`config.mk`:
```
export PLATFORM = sky130hd
export DESIGN_NAME = uart_frame_loader
export DESIGN_NICKNAME = d
export VERILOG_FILES = /design/src/rtl/uart_frame_loader_pkg.sv /design/src/rtl/uart_frame_loader_frame_gap_timer.sv /design/src/rtl/uart_frame_loader.sv
export SDC_FILE = /design/constraint.sdc
export NUM_CORES = 1
export LEC_CHECK = 0
export BUFFER_PORTS_ARGS = -buffer_cell sky130_fd_sc_hd__buf_2
export CAP_MARGIN = 20
export CORE_ASPECT_RATIO = 0.5
export CORE_MARGIN = 2
export CORE_UTILIZATION = 50
export CTS_BUF_LIST = sky130_fd_sc_hd__clkbuf_8
export DETAILED_ROUTE_END_ITERATION = 10
export PLACE_DENSITY = 0.73
export RECOVER_POWER = 100
export SLEW_MARGIN = 20
export SYNTH_ARGS = -nofsm -noshare
export SYNTH_HDL_FRONTEND = slang
export SYNTH_SLANG_ARGS = --single-unit
```
`constraint.sdc`:
```
create_clock -name clk -period 3.7 [get_ports clk]
set_clock_uncertainty 0.15 [all_clocks]
set_input_delay 0.37 -clock clk [delete_from_list [all_inputs] [get_ports clk]]
set_output_delay 0.37 -clock clk [all_outputs]
set_load 0.03 [all_outputs]
```
`src/rtl/uart_frame_loader_pkg.sv`:
```
// Shared definitions for the framed byte-stream loaders: FSM state encoding,
// default framing bytes and the inter-byte timeout conversion.
package gusn_loader_pkg;

    typedef enum logic [2:0] {
        IDLE,
        LOAD,
        CHECK,
        START,
        WAIT,
        SEND,
        ABORT
    } state_t;

    localparam logic [7:0] DEF_SYNC_BYTE = 8'hA5;
    localparam logic [7:0] DEF_NACK_BYTE = 8'h3F;

    // Clock cycles in a timeout window of timeout_us microseconds; 0 means no timeout.
    function automatic int unsigned timeout_cycles(input longint unsigned clk_freq,
                                                   input longint unsigned timeout_us);
        longint unsigned cyc;
        cyc = (clk_freq * timeout_us) / 64'd1_000_000;
        return 32'(cyc);
    endfunction

endpackage

```
`src/rtl/uart_frame_loader_frame_gap_timer.sv`:
```
// frame_gap_timer: down-counter watchdog for gaps in a byte stream.
// load re-arms the counter to CYCLES; while enable is high it counts down and
// flags expired once it sits at zero. CYCLES = 0 never expires.
module frame_gap_timer #(
    parameter int unsigned CYCLES = 10
) (
    input  logic clk,
    input  logic rst,
    input  logic load,
    input  logic enable,
    output logic expired
);

    localparam int W = (CYCLES < 2) ? 1 : $clog2(CYCLES + 1);

    logic [W-1:0] cnt;

    // Reload on every byte, otherwise count down to zero and hold there.
    always_ff @(posedge clk) begin
        if (rst) begin
            cnt <= '0;
        end else if (load) begin
            cnt <= W'(CYCLES);
        end else if (enable && (cnt != '0)) begin
            cnt <= cnt - W'(1);
        end
    end

    assign expired = (CYCLES != 0) && enable && (cnt == '0);

endmodule

```
`src/rtl/uart_frame_loader.sv`:
```
// uart_frame_loader: hunts for a sync byte, streams NBYTES of payload into the
// network memory port, starts the network and returns its result (or a NACK)
// as one ASCII byte to the UART transmitter.
// Build option: GUSN_FRAME_CSUM_EN adds an XOR trailer byte checked in CHECK.
//
// state | meaning
// IDLE  | waiting for SYNC_BYTE, other bytes dropped
// LOAD  | writing payload bytes, gap timer armed
// CHECK | waiting for the XOR trailer (checksum build only)
// START | one-cycle net_start pulse
// WAIT  | waiting for net_done, latch result
// SEND  | request transmit of the result once tx is free
// ABORT | request transmit of NACK once tx is free
module uart_frame_loader
    import gusn_loader_pkg::*;
#(
    parameter int         NBYTES     = 784,
    parameter int         CLK_FREQ   = 100_000_000,
    parameter int         TIMEOUT_US = 1000,
    parameter logic [7:0] SYNC_BYTE  = DEF_SYNC_BYTE,
    parameter int         IDX_W      = 4,
    parameter logic [7:0] ASCII_BASE = 8'h30,
    parameter logic [7:0] NACK_BYTE  = DEF_NACK_BYTE
) (
    input  logic             clk,
    input  logic             rst,
    input  logic             rx_valid,
    input  logic [7:0]       rx_data,
    input  logic             rx_error,
    output logic             mem_rst,
    output logic             mem_we,
    output logic [7:0]       mem_wdata,
    output logic             net_start,
    input  logic             net_done,
    input  logic [IDX_W-1:0] net_result,
    output logic             tx_rq,
    output logic [7:0]       tx_data,
    input  logic             tx_busy,
    output logic             busy,
    output logic [IDX_W-1:0] result_q,
    output logic             frame_err,
    output logic [15:0]      frames_ok
);

    localparam int unsigned GAP_CYCLES = timeout_cycles(64'(CLK_FREQ), 64'(TIMEOUT_US));
    localparam logic [15:0] LAST_IDX   = 16'(NBYTES - 1);

    state_t      state, state_nxt;
    logic [15:0] byte_cnt;
    logic        tmr_load, tmr_en, tmr_expired;
    logic        begin_frame, take_byte, abort_now, take_result, result_sent;
`ifdef GUSN_FRAME_CSUM_EN
    logic [7:0]  csum;
`endif

    frame_gap_timer #(
        .CYCLES (GAP_CYCLES)
    ) u_gap_timer (
        .clk     (clk),
        .rst     (rst),
        .load    (tmr_load),
        .enable  (tmr_en),
        .expired (tmr_expired)
    );

    // State register.
    always_ff @(posedge clk) begin
        if (rst) begin
            state <= IDLE;
        end else begin
            state <= state_nxt;
        end
    end

    // Next state, handshake pulses and datapath strobes. A byte arriving in the
    // expiry cycle takes priority over the timeout; rx_error takes priority over both.
    always_comb begin
        state_nxt   = state;
        net_start   = 1'b0;
        tx_rq       = 1'b0;
        tmr_load    = 1'b0;
        tmr_en      = 1'b0;
        begin_frame = 1'b0;
        take_byte   = 1'b0;
        abort_now   = 1'b0;
        take_result = 1'b0;
        result_sent = 1'b0;
        case (state)
            IDLE: begin
                if (rx_valid && (rx_data == SYNC_BYTE)) begin
                    begin_frame = 1'b1;
                    tmr_load    = 1'b1;
                    state_nxt   = LOAD;
                end
            end
            LOAD: begin
                tmr_en = 1'b1;
                if (rx_error) begin
                    abort_now = 1'b1;
                    state_nxt = ABORT;
                end else if (rx_valid) begin
                    take_byte = 1'b1;
                    tmr_load  = 1'b1;
                    if (byte_cnt == LAST_IDX) begin
`ifdef GUSN_FRAME_CSUM_EN
                        state_nxt = CHECK;
`else
                        state_nxt = START;
`endif
                    end
                end else if (tmr_expired) begin
                    abort_now = 1'b1;
                    state_nxt = ABORT;
                end
            end
`ifdef GUSN_FRAME_CSUM_EN
            CHECK: begin
                tmr_en = 1'b1;
                if (rx_error) begin
                    abort_now = 1'b1;
                    state_nxt = ABORT;
                end else if (rx_valid) begin
                    if (rx_data == csum) begin
                        state_nxt = START;
                    end else begin
                        abort_now = 1'b1;
                        state_nxt = ABORT;
                    end
                end else if (tmr_expired) begin
                    abort_now = 1'b1;
                    state_nxt = ABORT;
                end
            end
`endif
            START: begin
                net_start = 1'b1;
                state_nxt = WAIT;
            end
            WAIT: begin
                if (net_done) begin
                    take_result = 1'b1;
                    state_nxt   = SEND;
                end
            end
            SEND: begin
                if (!tx_busy) begin
                    tx_rq       = 1'b1;
                    result_sent = 1'b1;
                    state_nxt   = IDLE;
                end
            end
            ABORT: begin
                if (!tx_busy) begin
                    tx_rq     = 1'b1;
                    state_nxt = IDLE;
                end
            end
            default: begin
                state_nxt = IDLE;
            end
        endcase
    end

    // Memory port, byte counter, result/transmit registers and status.
    always_ff @(posedge clk) begin
        if (rst) begin
            mem_rst   <= 1'b0;
            mem_we    <= 1'b0;
            mem_wdata <= '0;
            byte_cnt  <= '0;
            tx_data   <= NACK_BYTE;
            result_q  <= '0;
            frame_err <= 1'b0;
            frames_ok <= '0;
        end else begin
            mem_rst <= begin_frame;
            mem_we  <= take_byte;
            if (take_byte) begin
                mem_wdata <= rx_data;
            end
            if (begin_frame) begin
                byte_cnt <= '0;
            end else if (take_byte) begin
                byte_cnt <= byte_cnt + 16'd1;
            end
            if (begin_frame) begin
                frame_err <= 1'b0;
            end else if (abort_now) begin
                frame_err <= 1'b1;
            end
            if (abort_now) begin
                tx_data <= NACK_BYTE;
            end else if (take_result) begin
                tx_data  <= ASCII_BASE + 8'(net_result);
                result_q <= net_result;
            end
            if (result_sent) begin
                frames_ok <= frames_ok + 16'd1;
            end
        end
    end

`ifdef GUSN_FRAME_CSUM_EN
    // Running XOR of the payload, compared against the trailer byte.
    always_ff @(posedge clk) begin
        if (rst) begin
            csum <= '0;
        end else if (begin_frame) begin
            csum <= '0;
        end else if (take_byte) begin
            csum <= csum ^ rx_data;
        end
    end
`endif

    assign busy = (state != IDLE);

endmodule
```
==> flow_summary.json <==
{
  "status": "finished clean",
  "async_reset_ff_share_pct": 0,
  "grt_pass1_wl_mm": 11.7,
  "cp_top_family": "simple AND/OR/NAND/NOR gates",
  "slew_headroom_pct": 37.9,
  "tightest_slew_ns": 0.932,
  "power_density_nw_per_um2": 499,
  "cts_tree": "done",
  "reg2reg_depth": 7,
  "critPathSlowestCell": "or4_1",
  "syn-cell-area_sq_um": 3190,
  "synth_ff_type": "dfxtp_1",
  "ios": 60,
  "routed_wirelength_mm": 7.02,
  "diodes": 0,
  "die_h_um": 60.5,
  "vias": 2819,
  "wl_met3_um": 342,
  "worstSetupEndpointType": "flip-flop",
  "die-area_sq_um": 7070,
  "core_sq_um": 6110,
  "syn_to_final_growth_pct": 14.9,
  "cp.required_ns": 3.79,
  "cts_num_sinks": 71,
  "cp_max_fo": 7,
  "cp_slowest_stage_delay_ns": 0.63,
  "whs_ns": 0.111,
  "startpoint_type": "flip-flop",
  "ir_drop_mv": 0.207,
  "wl_met2_mm": 3.38,
  "routed.top_layer": "met4",
  "leakagePower_nw": 1.25,
  "rows": 20,
  "hold_violations": 0,
  "fin_area_sq_um": 3660,
  "yosysMostFrequentCell": "dfxtp_1",
  "cts_inserted_buffers": 9,
  "place.detailed.instances": 508,
  "ys_top_cells_by_count": "71 x dfxtp_1, 46 x nor2_1, 41 x nand2_1, 30 x a21oi_1, 23 x xnor2_1",
  "period_needed_ns": 2.78,
  "portBuffers": 55,
  "ys_ff_latch": 71,
  "fmax_mhz": 360,
  "yosysWarnings": 0,
  "synth_area_leaders": "dfxtp_1 45%, xnor2_1 6.3%, nor2_1 5.4%",
  "cts_resized": 0,
  "pre_cts_slack_ns": 1.09,
  "totalPowerFinal_mw": 1.83,
  "yosys.area.top_type": "dfxtp_1",
  "hold_class": "primary input to flip-flop",
  "start_util_pct": 52.2,
  "dr.pass1.iters": 4,
  "vias_per_cell": 5.38,
  "fin_util_pct": 60.0,
  "setup_viol": 0,
  "clk_pin_slew_ns": 0.08,
  "seq_area_frac_synth_pct": 44.6,
  "gr-usage-all-layers_pct": 21.4,
  "endpoint": "state[0]$_SDFFE_PP0P_",
  "cts_max_level": 3,
  "grt_start_max_net_pins": 42,
  "drtAntennaViolNets": 0,
  "antenna_found_initial": 0,
  "cts-root-buf": "clkbuf_8",
  "drive_gt1_share_pct": 8.49,
  "tns_ns": 0,
  "drc": 0,
  "cap_violations": 0,
  "synth_top_cell_area_share_pct": 44.6,
  "post_dp_cell_area_sq_um": 3520,
  "path_buf_inv": 1,
  "path_class": "flip-flop to flip-flop",
  "timing.rr.end": "state[0]$_SDFFE_PP0P_",
  "drv_slew": 0,
  "worstSkewPairLatency_ns": 0.34,
  "gp_congestion": 0.912,
  "reg2reg_from": "u_gap_timer.cnt[0]$_SDFFE_PP0P_",
  "fin_nets": 452,
  "cp.arrival_ns": 2.86,
  "path_cells": "inv_1 > ha_1 > or4b_1 > or4_1 > o211ai_1 > a21oi_1 > a311oi_1",
  "rsz0062_at_grt": "no",
  "r2r_slack_ns": 0.92,
  "syn_area_per_cell_sq_um": 8.41,
  "syn_inst": 379,
  "stdcell_count": 524,
  "crit_cells": 7,
  "cts_buffer_depth": 2,
  "cts_setup_buffers": 0,
  "hold_path.startpoint": "net_result[0]",
  "ys_types": 47,
  "crit_start": "u_gap_timer.cnt[0]$_SDFFE_PP0P_",
  "grt_pass1_vias": 2652,
  "wl_met1_mm": 3.23,
  "grt_overflow": 0,
  "drt_iter0_markers": 148,
  "wl_per_cell_um": 13.4,
  "layout_setup_ws_ns": 0.923,
  "dieWidth_um": 117,
  "synth_edf_count": 0,
  "dp.final_hpwl_mm": 5.08,
  "period_share_pct": 75.0,
  "cts_hold_buf": 0
}
==> cells by family (layout without fill, tap and decap cells) <==
group                    Yosys count  count (layout)  share of synthesized area (%)
AO/OA/AOI/OAI                     51              51                           9.73
other                              2               4                          0.236
flip-flops                        71              71                           44.6
AND/OR/NAND/NOR                  186             186                           30.1
XOR/XNOR                          36              36                           9.89
adder cells (fa/ha/maj)            3               3                           1.18
buffers and inverters             29              84                           3.92
multiplexers                       1               1                          0.314
==> placed cells by master, fill, tap and decap left out, drive strengths merged, types with 14 or more instances in the layout <==
master,count
xnor2,23
nor3,14
dfxtp,71
nor2,46
clkbuf,50
nand2,42
or3,15
a21oi,30
buf,18
==> worst min path at each step <==
| stage | slack (ns) | endpoint | cells after the start |
|---|---|---|---|
| 5_1_grt | 0.11 | tx_data[0]$_SDFFE_PP1P_ | 3 |
| 3_3_place_gp | 0.29 | mem_wdata[1]$_SDFFE_PP0P_ | 2 |
| 4_1_cts | 0.09 | tx_data[0]$_SDFFE_PP1P_ | 3 |
| 6_report | 0.11 | tx_data[0]$_SDFFE_PP1P_ | 3 |
| 2_1_floorplan | 0.30 | byte_cnt[1]$_SDFFE_PP0P_ | 2 |
| 3_5_place_dp | 0.29 | mem_wdata[6]$_SDFFE_PP0P_ | 2 |
==> power by group <==
group | internal [mW] | switching (mW) | total (mW)
sequential | 0.792 | 0.0322 | 0.824
combinational | 0.107 | 0.208 | 0.315
clock | 0.396 | 0.292 | 0.688
total | 1.29 | 0.533 | 1.83
==> worst reg2reg max path: stages (launching register included) <==
cell and delay [ns]:
dfxtp_1 0.35, inv_1 0.07, ha_1 0.21, or4b_1 0.51, or4_1 0.63, o211ai_1 0.37
a21oi_1 0.11, a311oi_1 0.28
==> state kept, by name (all words and copies together) (netlist names) <==
register	flops
u_gap_timer.cnt	17
byte_cnt	16
frames_ok	16
mem_wdata	8
result_q	4
tx_data	4
state	3
frame_err	1
mem_rst	1
mem_we	1
==> routing by layer <==
metal / vias to the layer above / global-route usage, %
met5: - / 0
met4: 0 / 7.56
met3: 8 / 7.39
met2: 66 / 37.9
met1: 1329 / 24.8
li1: 1416 / -
==> layout make-up <==
| type | count | area [sq um] |
|---|---|---|
| multi-input cells | 281 | 1630 |
| inverters | 10 | 37.5 |
| clock inverters | 6 | 85.1 |
| flip-flops and latches | 71 | 1420 |
| fillers | 593 | 2440 |
| clock buffers | 10 | 138 |
| repair buffers | 58 | 243 |
| well taps | 88 | 110 |
Note: power is estimated with default switching activity, not from simulation.
